**config.mk**
```make
export PLATFORM = sky130hd
export DESIGN_NAME = cdb_arbiter_flat
export DESIGN_NICKNAME = d
export VERILOG_FILES = /design/src/rtl/cdb_arbiter_pkg.sv /design/src/rtl/cdb_arbiter_if.sv /design/src/rtl/cdb_arbiter_rotating_priority_encoder.sv /design/src/rtl/cdb_arbiter.sv /design/src/flat_wrapper.sv
export SDC_FILE = /design/constraint.sdc
export NUM_CORES = 1
export LEC_CHECK = 0
export CAP_MARGIN = 40
export CORE_MARGIN = 1.5
export CORE_UTILIZATION = 53
export CTS_CLUSTER_DIAMETER = 60
export DETAILED_ROUTE_END_ITERATION = 10
export PLACE_DENSITY = 0.86
export SLEW_MARGIN = 20
export SYNTH_ARGS = -nofsm -noshare
export SYNTH_HDL_FRONTEND = slang
export SYNTH_HIERARCHICAL = 1
export SYNTH_SLANG_ARGS = --single-unit
```
**constraint.sdc**
```tcl
create_clock -name clk -period 8.9 [get_ports clk]
set_input_delay 1.78 -clock clk [delete_from_list [all_inputs] [get_ports clk]]
set_output_delay 1.78 -clock clk [all_outputs]
set_load 0.02 [all_outputs]
```
**src/rtl/cdb_arbiter_pkg.sv**
```systemverilog
// Shared out-of-order core constants: bus arbiter sizing and result-bus tag width.
package cdb_arbiter_pkg;
  localparam int N_REQ_DEF = 4;
  localparam int TAG_WIDTH = 6;

  function automatic int idx_width(input int n);
    return (n < 2) ? 1 : $clog2(n);
  endfunction
endpackage

```
**src/rtl/cdb_arbiter_if.sv**
```systemverilog
// Request/permit bundle between the output buffers and the shared-bus arbiter.
interface cdb_arbiter_if
  import cdb_arbiter_pkg::*;
#(
  parameter int N_REQ     = N_REQ_DEF,
  parameter int IDX_WIDTH = idx_width(N_REQ)
) ();
  logic [N_REQ-1:0]     request;
  logic                 bus_stall;
  logic [N_REQ-1:0]     permit;
  logic                 bus_valid;
  logic [IDX_WIDTH-1:0] grant_idx;
  logic [IDX_WIDTH-1:0] priority_ptr;

  modport master (
    input  request, bus_stall,
    output permit, bus_valid, grant_idx, priority_ptr
  );
  modport slave (
    output request, bus_stall,
    input  permit, bus_valid, grant_idx, priority_ptr
  );
endinterface

```
**src/rtl/cdb_arbiter_rotating_priority_encoder.sv**
```systemverilog
// Combinational round-robin scan: first set request at ptr, ptr+1, ... wrapping at N_REQ.
module rotating_priority_encoder
  import cdb_arbiter_pkg::*;
#(
  parameter int N_REQ     = N_REQ_DEF,
  parameter int IDX_WIDTH = idx_width(N_REQ)
) (
  input  logic [N_REQ-1:0]     request,
  input  logic [IDX_WIDTH-1:0] ptr,
  output logic [N_REQ-1:0]     grant,
  output logic [IDX_WIDTH-1:0] index,
  output logic                 valid
);
  localparam logic [IDX_WIDTH:0] NR = (IDX_WIDTH+1)'(N_REQ);

  logic [IDX_WIDTH:0] w_pos;

  always_comb begin
    grant = '0;
    index = '0;
    valid = 1'b0;
    w_pos = '0;
    for (int k = 0; k < N_REQ; k++) begin
      w_pos = {1'b0, ptr} + (IDX_WIDTH+1)'(k);
      if (w_pos >= NR) w_pos = w_pos - NR;
      // Only the first hit in scan order wins, keeping grant one-hot.
      if (!valid && request[w_pos[IDX_WIDTH-1:0]]) begin
        valid = 1'b1;
        index = w_pos[IDX_WIDTH-1:0];
        grant = N_REQ'(1) << w_pos[IDX_WIDTH-1:0];
      end
    end
  end
endmodule

```
**src/rtl/cdb_arbiter.sv**
```systemverilog
// Zero-latency round-robin arbiter for a shared result/address bus; state is only the pointer.
module cdb_arbiter
  import cdb_arbiter_pkg::*;
#(
  parameter int N_REQ     = N_REQ_DEF,
  parameter int IDX_WIDTH = idx_width(N_REQ)
) (
  input  logic          clk,
  input  logic          reset,
  cdb_arbiter_if.master bus
);
  localparam logic [IDX_WIDTH-1:0] LAST = IDX_WIDTH'(N_REQ - 1);

  logic [IDX_WIDTH-1:0] r_ptr;
  logic [N_REQ-1:0]     w_grant;
  logic [IDX_WIDTH-1:0] w_idx;
  logic                 w_any;
  logic                 w_en;

  rotating_priority_encoder #(.N_REQ(N_REQ), .IDX_WIDTH(IDX_WIDTH)) u_rpe (
    .request (bus.request),
    .ptr     (r_ptr),
    .grant   (w_grant),
    .index   (w_idx),
    .valid   (w_any)
  );

  // Reset is folded into the gate so an in-flight permit drops without a clock edge.
  assign w_en             = reset & ~bus.bus_stall & w_any;
  assign bus.permit       = w_en ? w_grant : '0;
  assign bus.bus_valid    = w_en;
  assign bus.grant_idx    = w_en ? w_idx : '0;
  assign bus.priority_ptr = r_ptr;

  always_ff @(posedge clk or negedge reset) begin
    if (!reset)    r_ptr <= '0;
    else if (w_en) r_ptr <= (w_idx == LAST) ? '0 : w_idx + IDX_WIDTH'(1);
  end
endmodule

```
**src/flat_wrapper.sv**
```systemverilog
// flat-port wrapper written by rule: the top's interface ports become plain ports
module cdb_arbiter_flat import cdb_arbiter_pkg::*;
#(
  parameter int N_REQ     = N_REQ_DEF,
  parameter int IDX_WIDTH = idx_width(N_REQ)
)
  (clk, reset, bus_request, bus_bus_stall, bus_permit, bus_bus_valid, bus_grant_idx, bus_priority_ptr);
  cdb_arbiter_if #(.N_REQ(N_REQ), .IDX_WIDTH(IDX_WIDTH)) bus_i ();
  input  logic clk;
  input  logic reset;
  input wire logic [$bits(bus_i.request)-1:0] bus_request;
  input wire logic [$bits(bus_i.bus_stall)-1:0] bus_bus_stall;
  output wire logic [$bits(bus_i.permit)-1:0] bus_permit;
  output wire logic [$bits(bus_i.bus_valid)-1:0] bus_bus_valid;
  output wire logic [$bits(bus_i.grant_idx)-1:0] bus_grant_idx;
  output wire logic [$bits(bus_i.priority_ptr)-1:0] bus_priority_ptr;
  assign bus_i.request = bus_request;
  assign bus_i.bus_stall = bus_bus_stall;
  assign bus_permit = bus_i.permit;
  assign bus_bus_valid = bus_i.bus_valid;
  assign bus_grant_idx = bus_i.grant_idx;
  assign bus_priority_ptr = bus_i.priority_ptr;
  cdb_arbiter #(.N_REQ(N_REQ), .IDX_WIDTH(IDX_WIDTH)) u_core (.clk(clk), .reset(reset), .bus(bus_i));
endmodule
```
==> metrics.txt, run 1 <==
setup TNS=0 ns; Num Clock Sinks=2; root buf cell=clkbuf_4; Core ar.=0.00128 sq mm; EDFF count, synth=0; area grow syn2layout=20.0%; DR vias=720; Total GRT Usage=0.246; area of the die=0.00160 sq mm; HP Class=flop to flop; Min Hold Slack=0.844 ns; Achievable Freq=approximately 0.17 GHz; WL/cell=between 10 and 15 microns; Worst Slack Setup Final=2.84 ns; syn_nets=99; synthesized area=727 sq um; Tightest Pin Transition=0.635 ns; final-report setup violation count=0; initial antenna violation count=0; CTS clock-pin slew for the worst setup and hold paths=0.04 ns; fin. max-slew vios=0; max-cap violation count=0; Final Cycle Share=0.681; CTS Hold Bufs=0; outcome=completed; drt via density=6.26; PnR Total Power=about 0.32 mW; wirelength, routed=approximately 1700 microns; worst slew margin relative to its limit=0.570; antenna-violating nets left=0; Leak Pwr=0.363 nW; Max Buffers Root-to-Sink=2; post_cts resized=0; Synth Flop Type=dfrtp_1; share of cells above drive strength 1=0.230; initial core utilization=0.566; Gate Count Post-Synth=87; CP required=7.12 ns; Worst Setup Path Type=input port to primary output; Std-Cell Rows=13; fin crit period=6.06 ns; CTS tree=yes; synthesized area per cell=approximately 8.4 sq um; Pwr Density=368 mW/mm^2; IO Pins=16; NetSw=between 0.15 and 0.2 mW; largest net degree at the start of global routing=19; Num CTS Buffers=3; RSZ-0062 raised after global routing=false; synthesized flop and latch total=2; CP arrival=4.28 ns; sequential fraction of the synthesis area=0.0688; fill count=108; Logic pwr share=0.825; Post-synth ARST share=1.00; RD Place Congestion=0.790; Seq pwr share=0.110; # nets final=114; Peak VDD IR=around 0.18 mV; final global-route overflow total=0; initial drt markers=17; post-layout util=0.679; worst-path maximum fanout=9; Post-CTS Setup Inserts=0; Syn. warnings=6; dpl hpwl=1240 microns; switching share of total power=0.507; max reg flops=2; Clock Power Share=0.065; clock latency on the worst-skew pair=roughly 0.23 ns; worst-case clock skew=approximately 0.0079 ns; Synth cell types=34; Worst setup EP type=primary output; DR pass1 iterations=4; first-pass GRT wire length=2680 microns; Final Hold Fails=0; H-tree depth=1; Worst setup SP type=input port; Placement Setup Slack=2.90 ns; vias in the first global route=607; Die Span Y=between 40 and 50 microns; number of buffers added on ports=15; Power Internal=0.158 mW; Die X=40.0 microns; number of remaining DRC errors=0; ant diodes=0
kinds of logic (layout without fill, tap and decap cells):
logic type,after synthesis,in the layout,share of synthesized area
AOI/OAI and AO/OA,22,22,0.243
and+or+nand+nor,39,39,0.312
buffers and inverters,7,20,0.0740
DFF,2,2,0.0688
adders and majority gates,5,5,0.0861
muxes,12,12,0.217
power by group through the flow:
stage          clock network, mW  registers (mW)  logic (mW)
6_report                  0.0209          0.0352       0.265
5_1_grt                   0.0229          0.0376       0.289
4_1_cts                   0.0219          0.0350       0.261
3_5_place_dp                   0          0.0352       0.261
3_3_place_gp                   0          0.0349       0.254
2_1_floorplan                  0          0.0282       0.218
metrics by stage:
stage | area (sq um) | cells
finish | 872 | 115
global route | 872 | 115
CTS | 872 | 115
detailed placement | 850 | 112
global placement | 850 | 112
floorplan | 727 | 87
layout make-up:
| class | instances | area [sq um] | share of cell area |
|---|---|---|---|
| multi-input combinational | 78 | 623 | 0.714 |
| inverter | 2 | 7.51 | 0.00861 |
| clock buffer | 3 | 22.5 | 0.0258 |
| tap | 15 | 18.8 | 0.0215 |
| sequential | 2 | 50.0 | 0.0574 |
| timing repair buffer | 15 | 150 | 0.172 |
Yosys cell counts (all sizes together) (3+ instances only):
cell type | number | area share
and3 | 8 | 0.071
nor2 | 7 | 0.036
and2 | 6 | 0.062
mux2 | 6 | 0.11
mux2i | 6 | 0.10
nand2 | 6 | 0.031
buf | 5 | 0.064
ha | 5 | 0.086
nand2b | 5 | 0.043
o2bb2ai | 5 | 0.060
a2111oi | 4 | 0.062
o22ai | 4 | 0.034
o21ai | 3 | 0.021
per-layer routing:
| metal | wire length (microns) | vias up | GRT usage |
|---|---|---|---|
| met5 | 0 | - | 0 |
| met4 | 18 | 0 | 0.112 |
| met3 | 49 | 4 | 0.0444 |
| met2 | 828 | 26 | 0.399 |
| met1 | 788 | 330 | 0.310 |
| li1 | - | 360 | - |
cells in the final DEF, fill, tap and decap left out, types with 3 or more instances in the layout:
cell,Yosys,final
a2111oi_1,3,3
and2_2,6,6
and3_1,7,7
clkbuf_4,0,3
clkdlybuf4s50_1,0,15
ha_1,5,5
mux2_4,4,4
mux2i_2,4,4
nand2_1,6,6
nand2b_1,5,5
nor2_1,7,7
o22ai_1,4,4
o2bb2ai_1,5,5
critical path: stages:
cell	delay, ns
clkdlybuf4s50_1	0.55
mux2i_2	0.42
mux2i_2	0.22
a2111oi_1	0.47
o2bb2ai_1	0.13
and2_2	0.18
clkdlybuf4s50_1	0.53
worst paths after layout:
kind,start,end,slack [ns],cells past startpoint
worst max register to register,u_core/bus.priority_ptr[0],u_core/bus.priority_ptr[1],5.75,8
worst min register to register,u_core/bus.priority_ptr[1],u_core/bus.priority_ptr[1],0.84,1
worst max-delay path,bus_request[3],bus_permit[0],2.84,7
min in group asynchronous,reset,u_core/bus.priority_ptr[1],1.72,1
max in group asynchronous,reset,u_core/bus.priority_ptr[0],7.03,1
worst min-delay path,u_core/bus.priority_ptr[1],u_core/bus.priority_ptr[1],0.84,1
Note: power is estimated with default switching activity, not from simulation.
==> run 2: changes to the inputs <==
Settings changed: CORE_UTILIZATION 53 to 50, PLACE_DENSITY 0.86 to 0.82.
Clock period 8.9 ns to 5.8 ns, I/O delays scaled along.
==> run 2 against run 1 <==
Final area did not move. Sequential share of layout area did not move. Wire length rose by 6.6%. Clock-buffer cell count did not move. Register-to-register slack got worse by 3.2 ns. Hold slack got worse by 0.015 ns. First-iteration DRC count fell by 29%. Clock power rose by 67%. Total power rose by 57%. Combinational power rose by 56%. Critical path type unchanged. Critical endpoint is now bus_permit[1]. Largest power group unchanged.
==> metrics.txt, run 2 (synthesized netlist as in run 1, its figures left out) <==
vias in the first global route=586 (-3.5%); R2R cell count=8 (unchanged); final-report setup violation count=0 (unchanged); Num Clock Sinks=2 (unchanged); root buf cell=clkbuf_4; setup TNS=0 ns (unchanged); initial antenna violation count=0 (unchanged); H-tree depth=1 (unchanged); share of cells above drive strength 1=0.230 (unchanged); crit path from=bus_request[3]; worst slew margin relative to its limit=0.565 (-0.00514); dpl hpwl=1280 microns (+3.2%); number of remaining DRC errors=0 (unchanged); IO Pins=16 (unchanged); Std-Cell Rows=13 (unchanged); largest net degree at the start of global routing=19 (unchanged); Worst Slack Setup Final=0.920 ns (-1.92 ns); clock latency on the worst-skew pair=0.25 ns (+0.02 ns); DR vias=717 (-0.42%); Post-CTS Setup Inserts=0 (unchanged); Die Span Y=41.1 microns (+2.7%); worst-case clock skew=0.0150 ns (+0.00719 ns); Tightest Pin Transition=0.642 ns (+0.00759 ns); CP arrival=3.72 ns (-0.56 ns); HP Class=flop to flop; Final Cycle Share=0.841; initial core utilization=0.545 (-0.0207); number of buffers added on ports=15 (unchanged); initial drt markers=12 (-5); Final Hold Fails=0 (unchanged); DP Area=850 sq um (unchanged); max-cap violation count=0 (unchanged); Num CTS Buffers=3 (unchanged); max reg flops=2 (unchanged); CTS Hold Bufs=0 (unchanged); post_cts resized=0 (unchanged); DR pass1 iterations=4 (unchanged); Worst Setup Path Type=input port to primary output; Die X=41.1 microns (+2.7%); CTS clock-pin slew for the worst setup and hold paths=0.04 ns (about the same); area of the die=0.00169 sq mm (+5.5%); commonest non-fill, non-tap cell in the layout=clkdlybuf4s50_1; first-pass GRT wire length=2670 microns (-0.26%); Leak Pwr=0.363 nW (unchanged); Reg2Reg Setup Slack=2.55 ns (-3.20 ns); fin. max-slew vios=0 (unchanged); Pwr Density=576 mW/mm^2 (+57%); RD Place Congestion=0.778 (-1.6%); worst-path maximum fanout=9 (unchanged); CP required=4.64 ns (-2.48 ns); beginning of the worst register-to-register path=u_core/bus.priority_ptr[0]; Achievable Freq=around 0.2 GHz; Total GRT Usage=0.241 (-0.00432); fin crit period=4.88 ns; drt via density=6.23 (-0.42%); Hold Path Stages=1 (unchanged); Worst setup EP type=primary output; Core ar.=0.00133 sq mm (+3.8%); CTS tree=yes; fin area=872 sq um (unchanged); outcome=completed; fill count=117 (+8.3%); area grow syn2layout=20.0% (unchanged); Placement Setup Slack=1.04 ns (-1.86 ns); RSZ-0062 raised after global routing=false; antenna-violating nets left=0 (unchanged); # nets final=114 (unchanged); Worst Setup EP=bus_permit[1]; final global-route overflow total=0 (unchanged); commonest cells after routing, fill and taps aside=clkdlybuf4s50_1 (15), nor2_1 (7), and3_1 (7); critical register-to-register path endpoint=u_core/bus.priority_ptr[1]; wirelength, routed=1800 microns (+6.6%); PnR Total Power=0.503 mW (+57%); Worst setup SP type=input port; ant diodes=0 (unchanged); Max Buffers Root-to-Sink=2 (unchanged); Peak VDD IR=0.335 mV (+90%); WL/cell=15.6 microns (+6.6%)
[run 2: cell counts in the layout (fill, tap and decap cells not counted)]
No cell type changed its count.
[run 2: metrics by stage]
stage	hold WS [ns]	util	instances
after global placement	0.809	0.637	112
after floorplan	0.699	-	87
final	0.829	0.654	115
after global routing	0.875	0.654	115
after CTS	0.825	0.654	115
after detailed placement	0.819	0.637	112
[run 2: layout make-up]
class,instances,area (sq um),share of cell area
repair buffers,15,150,0.172
flip-flops and latches,2,50.0,0.0574
well taps,15,18.8,0.0215
inverters,2,7.51,0.00861
clock buffers,3,22.5,0.0258
multi-input cells,78,623,0.714
[run 2: per-layer routing]
| metal | track usage | vias to the layer above | wire length (microns) |
|---|---|---|---|
| li1 | - | 358 | - |
| met1 | 0.315 | 342 | 795 |
| met2 | 0.395 | 15 | 927 |
| met3 | 0.0489 | 2 | 53 |
| met4 | 0.0726 | 0 | 20 |
| met5 | 0 | - | 0 |
[run 2: worst max-delay path, stage by stage]
cell and delay, ns:
clkdlybuf4s50_1 0.55, mux2i_2 0.43, mux2i_2 0.23, a2111oi_1 0.50
o2bb2ai_1 0.13, and2_2 0.18, clkdlybuf4s50_1 0.53
[run 2: worst min-delay path by stage]
stage	startpoint	endpoint	slack (ns)
global route	u_core/bus.priority_ptr[1]	u_core/bus.priority_ptr[1]	0.87
floorplan	u_core/bus.priority_ptr[1]	u_core/bus.priority_ptr[1]	0.70
finish	u_core/bus.priority_ptr[1]	u_core/bus.priority_ptr[1]	0.83
detailed placement	u_core/bus.priority_ptr[1]	u_core/bus.priority_ptr[1]	0.82
CTS	u_core/bus.priority_ptr[1]	u_core/bus.priority_ptr[1]	0.82
global placement	u_core/bus.priority_ptr[1]	u_core/bus.priority_ptr[1]	0.81
[run 2: where the power goes]
part	internal, mW	leakage, nW	total (mW)	switching (mW)
combinational	0.200	0.326	0.413	0.213
sequential	0.0211	0.0236	0.0547	0.0336
clock	0.0231	0.0138	0.0349	0.0118
total	0.244	0.363	0.503	0.258
